[src/rtl/sseg_scan_decoder.sv]
`default_nettype none
// ============================================================================
// Module      : sseg_scan_decoder
// Description : Receive side of a multiplexed seven-segment display bus.
//               Follows the anode scan and waits for each digit to settle.
//               Decodes segment patterns back to hex nibbles and publishes
//               one coherent multi-digit value per completed scan frame.
// Revision    : 1.0 - initial release
// ============================================================================
module sseg_scan_decoder #(
  parameter int         SETTLE_CYCLES  = 4,
  parameter int         TIMEOUT_CYCLES = 1_000_000,
  parameter logic [7:0] DIGIT_MASK     = 8'h03
) (
  input  logic        clk,
  input  logic        rst,
  input  logic [6:0]  sseg,
  input  logic [7:0]  AN,
  input  logic        DP,
  output logic [31:0] value,
  output logic [7:0]  blank,
  output logic [7:0]  dp,
  output logic        frame_valid,
  output logic        bad_pattern,
  output logic        multi_an_err,
  output logic        scan_stall
);

  localparam int C_STAB_W = $clog2(SETTLE_CYCLES + 1);
  localparam int C_TO_W   = $clog2(TIMEOUT_CYCLES + 1);
  localparam logic [C_STAB_W-1:0] C_STAB_MAX  = C_STAB_W'(SETTLE_CYCLES);
  localparam logic [C_STAB_W-1:0] C_STAB_ONE  = C_STAB_W'(1);
  localparam logic [C_TO_W-1:0]   C_TO_MAX    = C_TO_W'(TIMEOUT_CYCLES);
  localparam logic [6:0]          C_SEG_BLANK = 7'h7F;

  typedef enum logic [1:0] {
    ST_IDLE     = 2'd0,
    ST_SETTLING = 2'd1,
    ST_CAPTURED = 2'd2
  } state_t;

  // Input sample S and previous sample P
  logic [7:0] s_an_q,  s_an_d,  p_an_q,  p_an_d;
  logic [6:0] s_seg_q, s_seg_d, p_seg_q, p_seg_d;
  logic       s_dp_q,  s_dp_d,  p_dp_q,  p_dp_d;

  logic [C_STAB_W-1:0] stab_q, stab_d;
  logic [C_TO_W-1:0]   to_cnt_q, to_cnt_d;
  state_t              state_q, state_d;

  // Per-slot capture storage and frame progress
  logic [31:0] slot_nib_q, slot_nib_d;
  logic [7:0]  slot_blank_q, slot_blank_d;
  logic [7:0]  slot_dp_q, slot_dp_d;
  logic [7:0]  seen_q, seen_d;

  // Registered outputs
  logic [31:0] value_q, value_d;
  logic [7:0]  blank_q, blank_d;
  logic [7:0]  dp_q, dp_d;
  logic        frame_valid_q, frame_valid_d;
  logic        bad_pattern_q, bad_pattern_d;
  logic        multi_an_err_q, multi_an_err_d;
  logic        scan_stall_q, scan_stall_d;

  // Combinational helpers
  logic                w_s_eq_p;
  logic [C_STAB_W-1:0] w_stab;
  logic                w_settled;
  logic                w_any_low;
  logic                w_one_hot;
  logic [2:0]          w_idx;
  logic [4:0]          w_dec;
  logic                w_eval;
  logic                w_capture;
  logic [3:0]          w_cap_nib;
  logic                w_cap_blank;
  logic [31:0]         w_value_masked;

  // Segment pattern (active-low gfedcba) to {known, nibble}
  function automatic logic [4:0] f_decode(input logic [6:0] seg);
    logic [4:0] r;
    case (seg)
      7'h40:   r = 5'h10;
      7'h79:   r = 5'h11;
      7'h24:   r = 5'h12;
      7'h30:   r = 5'h13;
      7'h19:   r = 5'h14;
      7'h12:   r = 5'h15;
      7'h02:   r = 5'h16;
      7'h78:   r = 5'h17;
      7'h00:   r = 5'h18;
      7'h10:   r = 5'h19;
      7'h08:   r = 5'h1A;
      7'h03:   r = 5'h1B;
      7'h46:   r = 5'h1C;
      7'h21:   r = 5'h1D;
      7'h06:   r = 5'h1E;
      7'h0E:   r = 5'h1F;
      default: r = 5'h00;
    endcase
    return r;
  endfunction

  // Only masked slots contribute nibbles to the published value
  for (genvar gi = 0; gi < 8; gi++) begin : g_value_mask
    assign w_value_masked[gi*4 +: 4] = DIGIT_MASK[gi] ? slot_nib_q[gi*4 +: 4] : 4'h0;
  end

  // Sample stability, anode analysis and the decision to evaluate this sample
  always_comb begin
    w_s_eq_p  = (s_an_q == p_an_q) && (s_seg_q == p_seg_q) && (s_dp_q == p_dp_q);
    if (!w_s_eq_p) begin
      w_stab = C_STAB_ONE;
    end else if (stab_q == C_STAB_MAX) begin
      w_stab = C_STAB_MAX;
    end else begin
      w_stab = stab_q + C_STAB_ONE;
    end
    w_settled = (w_stab == C_STAB_MAX);
    w_any_low = |(~s_an_q);
    w_one_hot = $onehot(~s_an_q);
    w_idx     = 3'd0;
    for (int i = 7; i >= 0; i--) begin
      if (!s_an_q[i]) w_idx = 3'(i);
    end
    w_dec = f_decode(s_seg_q);
    // A settled sample is evaluated once; a held sample after capture is not
    // re-evaluated, and an idle bus with no anode low is simply ignored.
    w_eval = w_settled
           && !((state_q == ST_CAPTURED) && w_s_eq_p)
           && !((state_q == ST_IDLE) && !w_any_low);
  end

  // Next-state logic for FSM, slots, frame publication and timeout
  always_comb begin
    s_an_d         = AN;
    s_seg_d        = sseg;
    s_dp_d         = DP;
    p_an_d         = s_an_q;
    p_seg_d        = s_seg_q;
    p_dp_d         = s_dp_q;
    stab_d         = w_stab;
    state_d        = state_q;
    slot_nib_d     = slot_nib_q;
    slot_blank_d   = slot_blank_q;
    slot_dp_d      = slot_dp_q;
    seen_d         = seen_q;
    value_d        = value_q;
    blank_d        = blank_q;
    dp_d           = dp_q;
    frame_valid_d  = 1'b0;
    bad_pattern_d  = 1'b0;
    multi_an_err_d = 1'b0;
    w_capture      = 1'b0;
    w_cap_nib      = 4'h0;
    w_cap_blank    = 1'b0;
    to_cnt_d       = (to_cnt_q == C_TO_MAX) ? to_cnt_q : to_cnt_q + 1'b1;

    // Publish the frame one cycle after every masked slot has been seen
    if ((seen_q & DIGIT_MASK) == DIGIT_MASK) begin
      frame_valid_d = 1'b1;
      value_d       = w_value_masked;
      blank_d       = slot_blank_q & DIGIT_MASK;
      dp_d          = slot_dp_q & DIGIT_MASK;
      seen_d        = 8'h00;
    end

    if (w_eval) begin
      if (!w_any_low) begin
        state_d = ST_IDLE;
      end else begin
        state_d = ST_CAPTURED;
        if (!w_one_hot) begin
          multi_an_err_d = 1'b1;
        end else if (s_seg_q == C_SEG_BLANK) begin
          w_capture   = 1'b1;
          w_cap_blank = 1'b1;
        end else if (w_dec[4]) begin
          w_capture = 1'b1;
          w_cap_nib = w_dec[3:0];
        end else begin
          bad_pattern_d = 1'b1;
        end
      end
    end else begin
      case (state_q)
        ST_IDLE:     state_d = w_any_low ? ST_SETTLING : ST_IDLE;
        ST_SETTLING: state_d = ST_SETTLING;
        ST_CAPTURED: if (!w_s_eq_p) state_d = w_any_low ? ST_SETTLING : ST_IDLE;
        default:     state_d = ST_IDLE;
      endcase
    end

    // Capture lands after any frame clear so it counts toward the next frame
    if (w_capture) begin
      slot_nib_d[{w_idx, 2'b00} +: 4] = w_cap_nib;
      slot_blank_d[w_idx]             = w_cap_blank;
      slot_dp_d[w_idx]                = ~s_dp_q;
      seen_d[w_idx]                   = 1'b1;
      to_cnt_d                        = '0;
    end

    scan_stall_d = (to_cnt_d == C_TO_MAX);
  end

  // All state registers with synchronous reset to an idle bus view
  always_ff @(posedge clk) begin
    if (rst) begin
      s_an_q         <= 8'hFF;
      s_seg_q        <= C_SEG_BLANK;
      s_dp_q         <= 1'b1;
      p_an_q         <= 8'hFF;
      p_seg_q        <= C_SEG_BLANK;
      p_dp_q         <= 1'b1;
      stab_q         <= '0;
      to_cnt_q       <= '0;
      state_q        <= ST_IDLE;
      slot_nib_q     <= 32'h0;
      slot_blank_q   <= 8'h00;
      slot_dp_q      <= 8'h00;
      seen_q         <= 8'h00;
      value_q        <= 32'h0;
      blank_q        <= 8'h00;
      dp_q           <= 8'h00;
      frame_valid_q  <= 1'b0;
      bad_pattern_q  <= 1'b0;
      multi_an_err_q <= 1'b0;
      scan_stall_q   <= 1'b0;
    end else begin
      s_an_q         <= s_an_d;
      s_seg_q        <= s_seg_d;
      s_dp_q         <= s_dp_d;
      p_an_q         <= p_an_d;
      p_seg_q        <= p_seg_d;
      p_dp_q         <= p_dp_d;
      stab_q         <= stab_d;
      to_cnt_q       <= to_cnt_d;
      state_q        <= state_d;
      slot_nib_q     <= slot_nib_d;
      slot_blank_q   <= slot_blank_d;
      slot_dp_q      <= slot_dp_d;
      seen_q         <= seen_d;
      value_q        <= value_d;
      blank_q        <= blank_d;
      dp_q           <= dp_d;
      frame_valid_q  <= frame_valid_d;
      bad_pattern_q  <= bad_pattern_d;
      multi_an_err_q <= multi_an_err_d;
      scan_stall_q   <= scan_stall_d;
    end
  end

  assign value        = value_q;
  assign blank        = blank_q;
  assign dp           = dp_q;
  assign frame_valid  = frame_valid_q;
  assign bad_pattern  = bad_pattern_q;
  assign multi_an_err = multi_an_err_q;
  assign scan_stall   = scan_stall_q;

endmodule
`default_nettype wire

[config.mk]
export PLATFORM = sky130hd
export DESIGN_NAME = sseg_scan_decoder
export DESIGN_NICKNAME = d
export VERILOG_FILES = /design/src/rtl/sseg_scan_decoder.sv
export SDC_FILE = /design/constraint.sdc
export NUM_CORES = 1
export LEC_CHECK = 0
export CORE_UTILIZATION = 49
export DETAILED_ROUTE_END_ITERATION = 10
export GPL_TIMING_DRIVEN = 0
export PLACE_DENSITY = 0.76
export SETUP_SLACK_MARGIN = 0.5
export SYNTH_ARGS = -nofsm -noshare
export SYNTH_HDL_FRONTEND = slang
export SYNTH_SLANG_ARGS = --single-unit
[constraint.sdc]
create_clock -name clk -period 3.6 [get_ports clk]
set_input_delay 0.72 -clock clk [delete_from_list [all_inputs] [get_ports clk]]
set_output_delay 0.72 -clock clk [all_outputs]
set_load 0.005 [all_outputs]
==> impl_table.tex, run 1 <==
\begin{tabular}{lr}
\hline
Metric & Value \\
\hline
\multicolumn{2}{l}{\textbf{Setup path}} \\
\quad Most used cell, CP & fa\_1 \\
\quad Largest incremental delay on the critical path & between 500 and 600 ps \\
\quad Crit path arrival time & approximately 4100 ps \\
\quad Cells traversed along the worst timing path & fa\_1, inv\_2, fa\_1, fa\_1, ha\_2, inv\_2, fa\_2, nand2\_4, nor2\_4, nand3b\_4, or3\_4, buf\_8, o31ai\_1 \\
\quad Start of the worst register-to-register path & p\_an\_d[0] \\
\quad Library cell contributing the largest single delay on the critical path & fa\_1 \\
\quad Data required time at the worst endpoint & between 3000 and 4000 ps \\
\quad CP Launch Point & p\_an\_d[0] \\
\quad Critical path capture point type & flop \\
\quad Type of the setup path with the least slack & reg2reg \\
\quad Maximum fanout along the worst path & 5 \\
\quad Kind of start point of the critical path & flop \\
\multicolumn{2}{l}{\textbf{Drt}} \\
\quad Wire length reported by the detailed router & approximately 10000 µm \\
\quad Vias per cell & approximately 5.4 \\
\quad First-iteration detailed-routing DRC count & between 100 and 150 \\
\quad DR pass1 iterations & 7 \\
\quad Average wire length per cell after detail routing & 13.80 µm \\
\quad Count of nets left with antenna violations after detail routing & 0 \\
\quad Total via count in the routed design & around 4000 \\
\quad Remaining DRCs & 0 \\
\multicolumn{2}{l}{\textbf{Power}} \\
\quad Leakage power summed over all cells & around 2.3 nW \\
\quad Pwr per Cell Area & between 300 and 400 mW/mm² \\
\quad Clk pwr share & 37.8\% \\
\quad Peak VDD IR & roughly 0.19 mV \\
\quad Part of the total power dissipated in sequential elements & 47.2\% \\
\quad Combinational share of power & between 10\% and 20\% \\
\quad Switching Fraction & between 20\% and 30\% \\
\quad Internal power consumption & 1.595 mW \\
\quad Switch Pwr & around 0.53 mW \\
\quad Total power & 2.120 mW \\
\multicolumn{2}{l}{\textbf{Place}} \\
\quad Count of input and output buffers & 32 \\
\quad Post-detailed-placement half-perimeter wirelength & slightly above 7000 µm \\
\quad Placer congestion estimate & a little over 0.9 \\
\quad Cell area after placement & between 0.005 and 0.006 mm² \\
\multicolumn{2}{l}{\textbf{Logic synthesis}} \\
\quad Total number of yosys warnings & 0 \\
\quad Number of enable flip-flop cells after synthesis & 0 \\
\quad Post-synth design cell area & $\sim$0.0046 mm² \\
\quad Share of flip-flops with an asynchronous set or reset & 0\% \\
\quad Library cell occupying the most area in the post-synthesis netlist & dfxtp\_1 \\
\quad Fraction of the yosys area taken by sequential cells & 38.19\% \\
\quad Top-count cell post-synth & dfxtp\_1 \\
\quad Yosys reg bits & 87 \\
\quad Area share of the largest cell type after synthesis & 38.19\% \\
\quad Distinct cell type count after synthesis & 64 \\
\quad Mean Syn Cell Area & a little under 9 µm² \\
\quad Main area contributors after synthesis & dfxtp\_1, buf\_4, xor2\_1, nand2\_1, or2\_2 \\
\quad Cells after synthesis & roughly 520 \\
\quad Leading cell types by count after synthesis & dfxtp\_1, nand2\_1, buf\_4 \\
\quad Primary flip-flop cell chosen by synthesis mapping & dfxtp\_1 \\
\multicolumn{2}{l}{\textbf{Min path}} \\
\quad Worst min-delay path startpoint & value[5] \\
\quad Worst hold path type & reg2reg \\
\multicolumn{2}{l}{\textbf{Clock tree}} \\
\quad H-tree levels & 3 \\
\quad Clock input transition at the sequential cells of the worst setup and hold paths & approximately 80 ps \\
\quad CTS Buf Count & 9 \\
\quad Count of hold-fix buffers inserted at cts & 0 \\
\quad Source-to-sink clock delay at the later pin of the worst-skew pair & roughly 350 ps \\
\quad CTS tree & built \\
\quad Clk Tree Root Cell & clkbuf\_8 \\
\quad Clk sinks & 87 \\
\quad Buffers from clock root to sink, at most & 2 \\
\multicolumn{2}{l}{\textbf{Timing}} \\
\quad Achievable frequency & about 260 MHz \\
\quad Setup repair after global routing missed its margin & yes \\
\quad Fraction of the cycle the final worst path needs & 106.4\% \\
\quad Setup clock skew after layout & between 9 and 10 ps \\
\quad Final Hold Fails & 0 \\
\quad Worst slew margin & about a quarter \\
\quad Smallest setup slack after layout & -231.3 ps \\
\quad Setup violators final & 33 \\
\quad Max Transition Viols Final & 0 \\
\quad Slew at the pin with the worst max-slew slack & roughly 1100 ps \\
\quad Minimum clock period after layout & about 3800 ps \\
\multicolumn{2}{l}{\textbf{Die}} \\
\quad Row count & 34 \\
\quad I/O pin count & 70 \\
\quad Die width & approximately 100 µm \\
\quad Core Area & 0.008848 mm² \\
\quad Starting density of the core & 51.54\% \\
\quad Total die area & between 0.009 and 0.01 mm² \\
\quad Y dimension of the die & about 98 µm \\
\multicolumn{2}{l}{\textbf{Job}} \\
\quad Max-cap violations & 0 \\
\multicolumn{2}{l}{\textbf{Global route}} \\
\quad Remaining global-route overflow & 0 \\
\quad Overall routing resource usage & approximately 22\% \\
\quad Vias in the first global route & 3816 \\
\quad Pin count of the biggest net entering global routing & 15 \\
\quad Global-route wire length before repair & between 15000 and 20000 µm \\
\quad Antenna violations before repair & 0 \\
\multicolumn{2}{l}{\textbf{Status}} \\
\quad Status & finished, violations left \\
\quad Failing checks & negative setup slack \\
\multicolumn{2}{l}{\textbf{Finish}} \\
\quad Area growth from synthesis to layout & 27.41\% \\
\quad Share of final-layout standard cells stronger than drive strength 1 & a little over a quarter \\
\quad Antenna Cells & 0 \\
\quad Post-route standard cell area excluding fillers & 0.005811 mm² \\
\quad Fill count & $\sim$700 \\
\quad Count of nets after finishing & around 650 \\
\quad Core utilization of the finished layout & between 60\% and 70\% \\
\hline
\end{tabular}
per-stage QoR:
step	cells	hold slack, ps	setup TNS (ps)	setup slack (ps)
after CTS	725	458.6	-2248	-196.3
after detailed placement	698	446.3	-3975	-334.7
after global placement	698	446.2	-1893	-260.7
final	732	456.1	-3447	-231.3
after global routing	732	473.3	-7145	-320.2
after floorplan	558	428.8	0	20.11
registers in the layout, summed over array words and instances, names as in the netlist:
register	cells
bad_pattern	1
blank	2
dp	2
frame_valid	1
multi_an_err	1
p_an_d	8
p_an_q	8
p_dp_d	1
p_dp_q	1
p_seg_d	7
p_seg_q	7
scan_stall	1
seen_q	2
slot_blank_q	2
slot_dp_q	2
slot_nib_q	8
stab_q	3
state_q	2
to_cnt_q	20
value	8
cells in the final DEF (no fill, tap or decap), types with 5 or more instances in the layout:
cell type        instances
clkdlybuf4s50_1         32
xor2_1                  27
clkbuf_1                13
nand2b_1                 5
dfxtp_1                 84
buf_6                    8
nand3_1                 17
a21oi_1                 23
mux2i_1                 10
and3_1                   5
or2_2                   26
nand4_1                 11
nand2_1                 55
nor3_1                   7
nor3b_1                  5
and2_1                   5
nor2_1                  24
buf_4                   50
buf_2                   11
clkbuf_8                 9
conb_1                  36
ha_1                     9
xnor2_1                  7
o21ai_0                  7
nor2_2                  11
inv_1                   18
worst max-delay path: cells and delay by family, from the launching register on:
family	cells	cell delay [ps]
AO/OA/AOI/OAI	1	170
adder cells (fa/ha/maj)	5	2270
buffers and inverters	3	220
flip-flops	1	350
AND/OR/NAND/NOR	4	720
cells by family (layout without fill, tap and decap cells):
kind of cell             Yosys count  count (layout)  synth area share, %
AND/OR/NAND/NOR                  219             219                26.75
flip-flops                        87              87                38.19
buffers and inverters             85             151                10.51
AO/OA/AOI/OAI                     73              73                11.25
XOR/XNOR                          34              34                6.530
adder cells (fa/ha/maj)           14              14                4.499
multiplexers                      10              10                2.195
other                              1              36              0.08223
final cells by class:
| type | instances | area [µm²] | area share (%) |
|---|---|---|---|
| plain buffers | 65 | 442.9 | 7.623 |
| multi-input cells | 386 | 2680 | 46.12 |
| clock buffers | 10 | 127.6 | 2.196 |
| clock inverters | 5 | 106.4 | 1.830 |
| inverters | 20 | 75.07 | 1.292 |
| well taps | 108 | 135.1 | 2.326 |
| repair buffers | 51 | 493.0 | 8.484 |
| flip-flops and latches | 87 | 1750 | 30.12 |
per-layer routing:
layer | routed length [µm] | vias to the layer above | global-route usage (%)
li1 | - | 1920 | -
met5 | 0 | - | 0
met3 | 430 | 15 | 3.333
met1 | 4286 | 1894 | 25.03
met2 | 5217 | 126 | 40.36
met4 | 165 | 0 | 8.726
what timing repair did:
action | 4_1_cts | 5_1_grt
pin swaps | 8 | 9
gates cloned | 1 | 0
setup endpoints to repair | 37 | 37
setup buffers | 11 | 7
resized for setup | 28 | 32
final timing paths:
| kind | endpoint | slack (ps) | depth (start not counted) |
|---|---|---|---|
| max | slot_nib_q[4] | -230 | 13 |
| min | value[5] | 460 | 2 |
| max reg2reg | slot_nib_q[4] | -230 | 13 |
| min reg2reg | value[5] | 460 | 2 |
power groups by stage:
| stage | logic, mW | registers (mW) | clock network (mW) |
|---|---|---|---|
| after floorplan | 0.202 | 1.02 | 0 |
| after global placement | 0.248 | 1.02 | 0 |
| after detailed placement | 0.259 | 1.03 | 0 |
| after CTS | 0.294 | 1.00 | 0.814 |
| after global routing | 0.346 | 1.00 | 0.852 |
| final | 0.317 | 1.00 | 0.801 |
(Power assumes the default switching activity.)
==> inputs of run 2 (changes only) <==
--- a/config.mk
+++ b/config.mk
@@ -8,7 +8,7 @@
 export CORE_UTILIZATION = 49
 export DETAILED_ROUTE_END_ITERATION = 10
 export GPL_TIMING_DRIVEN = 0
-export PLACE_DENSITY = 0.76
+export PLACE_DENSITY = 0.82
 export SETUP_SLACK_MARGIN = 0.5
 export SYNTH_ARGS = -nofsm -noshare
 export SYNTH_HDL_FRONTEND = slang
==> impl_table.tex, run 2 (synthesis gave the netlist of run 1 again) <==
\begin{tabular}{lr}
\hline
Metric & Value \\
\hline
\multicolumn{2}{l}{\textbf{Power}} \\
\quad Switching Fraction & 28.08\% (+3.3 points) \\
\quad Peak VDD IR & 0.2575 mV (+35\%) \\
\quad Pwr per Cell Area & 352.5 mW/mm² (-3.4\%) \\
\quad Part of the total power dissipated in sequential elements & 49.9\% (+2.7 points) \\
\quad Leakage power summed over all cells & 2.311 nW (-1.0\%) \\
\quad Switch Pwr & 0.5630 mW (+7.2\%) \\
\quad Combinational share of power & 17.7\% (+2.7 points) \\
\quad Internal power consumption & 1.442 mW (-9.6\%) \\
\quad Clk pwr share & 32.4\% (-5.4 points) \\
\quad Total power & 2.005 mW (-5.4\%) \\
\multicolumn{2}{l}{\textbf{Die}} \\
\quad Die width & 98.48 µm (unchanged) \\
\quad Y dimension of the die & 98.48 µm (unchanged) \\
\quad Row count & 34 (unchanged) \\
\quad I/O pin count & 70 (unchanged) \\
\quad Starting density of the core & 51.54\% (unchanged) \\
\quad Total die area & 0.009697 mm² (unchanged) \\
\quad Core Area & 0.008848 mm² (unchanged) \\
\multicolumn{2}{l}{\textbf{Job}} \\
\quad Max-cap violations & 0 (unchanged) \\
\multicolumn{2}{l}{\textbf{Min path}} \\
\quad Hold EP & value[7] \\
\quad Instance count along the most critical hold path & 2 (unchanged) \\
\quad Worst min-delay path startpoint & slot\_nib\_q[7] \\
\quad Worst hold path type & reg2reg \\
\multicolumn{2}{l}{\textbf{Setup path}} \\
\quad Library cell contributing the largest single delay on the critical path & fa\_1 \\
\quad Reg2reg path depth & 14 (+1) \\
\quad Data required time at the worst endpoint & 3890 ps (+20 ps) \\
\quad Start of the worst register-to-register path & p\_an\_d[0] \\
\quad Kind of start point of the critical path & flop \\
\quad Crit-path leading delay family & adder cells \\
\quad Largest incremental delay on the critical path & 550 ps (about the same) \\
\quad Worst flop-to-flop path endpoint & slot\_nib\_q[4] \\
\quad Cells traversed along the worst timing path & fa\_1, inv\_1, fa\_1, fa\_1, ha\_2, inv\_2, fa\_2, nor2b\_4, a21oi\_4, nor2\_4, nand3b\_4, or3\_4, buf\_6, o31ai\_2 \\
\quad Internal reg-to-reg setup slack & -210 ps (+20 ps) \\
\quad Bufs and invs on worst path & 3 (unchanged) \\
\quad Critical path capture point type & flop \\
\quad Most used cell, CP & fa\_1 \\
\quad Maximum fanout along the worst path & 5 (unchanged) \\
\quad Type of the setup path with the least slack & reg2reg \\
\quad Crit path arrival time & 4100 ps (about the same) \\
\multicolumn{2}{l}{\textbf{Timing}} \\
\quad Slew at the pin with the worst max-slew slack & 942.2 ps (-167.7 ps) \\
\quad Achievable frequency & 262.6 MHz (+0.60\%) \\
\quad Max Transition Viols Final & 0 (unchanged) \\
\quad Fin Setup TNS & -2868 ps (+578.9 ps) \\
\quad Worst slew margin & 37.02\% (+11 points) \\
\quad Setup repair after global routing missed its margin & yes \\
\quad Setup clock skew after layout & 17.41 ps (+7.608 ps) \\
\quad Minimum clock period after layout & 3809 ps (-22.74 ps) \\
\quad Smallest setup slack after layout & -208.6 ps (+22.74 ps) \\
\quad Setup violators final & 33 (unchanged) \\
\quad Final Hold Fails & 0 (unchanged) \\
\quad Fraction of the cycle the final worst path needs & 105.8\% (-0.63 points) \\
\multicolumn{2}{l}{\textbf{Finish}} \\
\quad Antenna Cells & 0 (unchanged) \\
\quad Largest register FFs & 20 (unchanged) \\
\quad Count of nets after finishing & 650 (-0.31\%) \\
\quad Post-route standard cell area excluding fillers & 0.005689 mm² (-2.1\%) \\
\quad Share of final-layout standard cells stronger than drive strength 1 & 24.40\% (-2.7 points) \\
\quad Register with the most flip-flops & to\_cnt\_q \\
\quad Area growth from synthesis to layout & 24.75\% \\
\quad Leading cell type in the layout, fill and taps excluded & dfxtp\_1 \\
\quad Highest-count cells in the layout ignoring fill and taps & dfxtp\_1, nand2\_1, buf\_4, conb\_1 \\
\multicolumn{2}{l}{\textbf{Global route}} \\
\quad Overall routing resource usage & 21.01\% (-0.77 points) \\
\quad Remaining global-route overflow & 0 (unchanged) \\
\quad Global-route wire length before repair & 16390 µm (-4.3\%) \\
\quad Pin count of the biggest net entering global routing & 16 (+1) \\
\quad Vias in the first global route & 3725 (-2.4\%) \\
\quad Antenna violations before repair & 0 (unchanged) \\
\multicolumn{2}{l}{\textbf{Drt}} \\
\quad Wire length reported by the detailed router & 9975 µm (-1.2\%) \\
\quad DR pass1 iterations & 7 (unchanged) \\
\quad Vias per cell & 5.338 (-1.2\%) \\
\quad First-iteration detailed-routing DRC count & 169 (+17\%) \\
\quad Average wire length per cell after detail routing & 13.65 µm (-1.1\%) \\
\quad Count of nets left with antenna violations after detail routing & 0 (unchanged) \\
\quad Total via count in the routed design & 3902 (-1.3\%) \\
\quad Remaining DRCs & 0 (unchanged) \\
\multicolumn{2}{l}{\textbf{Status}} \\
\quad Failing checks & negative setup slack \\
\quad Status & finished, violations left \\
\multicolumn{2}{l}{\textbf{Place}} \\
\quad Placer congestion estimate & 0.9265 (+2.4\%) \\
\quad DP Worst Slack & -414.1 ps (-79.39 ps) \\
\quad Post-detailed-placement half-perimeter wirelength & 7014 µm (-2.4\%) \\
\quad Count of input and output buffers & 32 (unchanged) \\
\quad Cell area after placement & 0.005214 mm² (unchanged) \\
\multicolumn{2}{l}{\textbf{Clock tree}} \\
\quad Clk Tree Root Cell & clkbuf\_8 \\
\quad Buffers from clock root to sink, at most & 2 (unchanged) \\
\quad Clock input transition at the sequential cells of the worst setup and hold paths & 90 ps (about the same) \\
\quad CTS Buf Count & 9 (unchanged) \\
\quad Clk sinks & 87 (unchanged) \\
\quad H-tree levels & 3 (unchanged) \\
\quad Source-to-sink clock delay at the later pin of the worst-skew pair & 380 ps (+30 ps) \\
\quad CTS tree & built \\
\quad Count of hold-fix buffers inserted at cts & 0 (unchanged) \\
\hline
\end{tabular}
==> run 2: changes by cell type in the layout (fill, tap and decap cells not counted), sizes merged <==
cell / previous run / this run
buf: 72 / 70
bufinv: 3 / 0
clkbuf: 22 / 23
clkinvlp: 1 / 3
inv: 21 / 22
==> run 2: metal layers <==
layer | routed length [µm] | share of wire [%] | vias to the layer above | GRT usage, %
met1 | 4182 | 42 | 1844 | 23.91
li1 | - | - | 1911 | -
met4 | 231 | 2.3 | 0 | 9.185
met2 | 5060 | 51 | 124 | 37.65
met5 | 0 | 0 | - | 0
met3 | 501 | 5.0 | 23 | 4.823
==> run 2: tightest hold or removal path, cell delays in order, from the launching register on <==
cell,delay [ps]
dfxtp_1,320
nand2_1,50
a21oi_1,50
==> run 2: worst max-delay path by stage <==
| stage | slack (ps) | end | depth (start not counted) | startpoint |
|---|---|---|---|---|
| after CTS | -170 | slot_nib_q[4] | 13 | p_an_d[0] |
| after floorplan | 20 | slot_nib_q[0] | 11 | p_an_d[0] |
| final | -210 | slot_nib_q[4] | 14 | p_an_d[0] |
| after detailed placement | -410 | slot_nib_q[1] | 11 | p_an_d[3] |
| after global routing | -310 | slot_nib_q[1] | 14 | p_an_d[0] |
| after global placement | -270 | slot_nib_q[0] | 11 | p_an_d[3] |
==> run 2: repair_timing <==
item | CTS | global route
pin swaps | 3 | 7
endpoints found under the setup margin | 37 | 37
cloned | 0 | 0
buffers inserted | 13 | 4
gates resized for setup | 13 | 27
==> run 2: stage by stage <==
step	hold slack (ps)	util, %	instances
after global placement	446.2	58.92	698
final	454.9	64.30	731
after global routing	480.7	64.30	731
after detailed placement	452.2	58.92	698
after CTS	465.7	62.68	727
after floorplan	428.8	-	558
==> run 2: power groups by stage <==
stage	registers [mW]	logic [mW]	clock network [mW]
2_1_floorplan	1.02	0.202	0
3_3_place_gp	1.02	0.248	0
3_5_place_dp	1.03	0.258	0
4_1_cts	1.00	0.302	0.657
5_1_grt	1.00	0.387	0.702
6_report	1.00	0.355	0.649
==> run 2: layout make-up <==
| class | count | area (µm²) |
|---|---|---|
| Multi-Input combinational cell | 386 | 2615 |
| Sequential cell | 87 | 1750 |
| Buffer | 65 | 434.2 |
| Clock inverter | 5 | 40.04 |
| Timing Repair Buffer | 49 | 498.0 |
| Tap cell | 108 | 135.1 |
| Fill cell | 738 | 3159 |
| Clock buffer | 11 | 141.4 |
| Inverter | 20 | 75.07 |
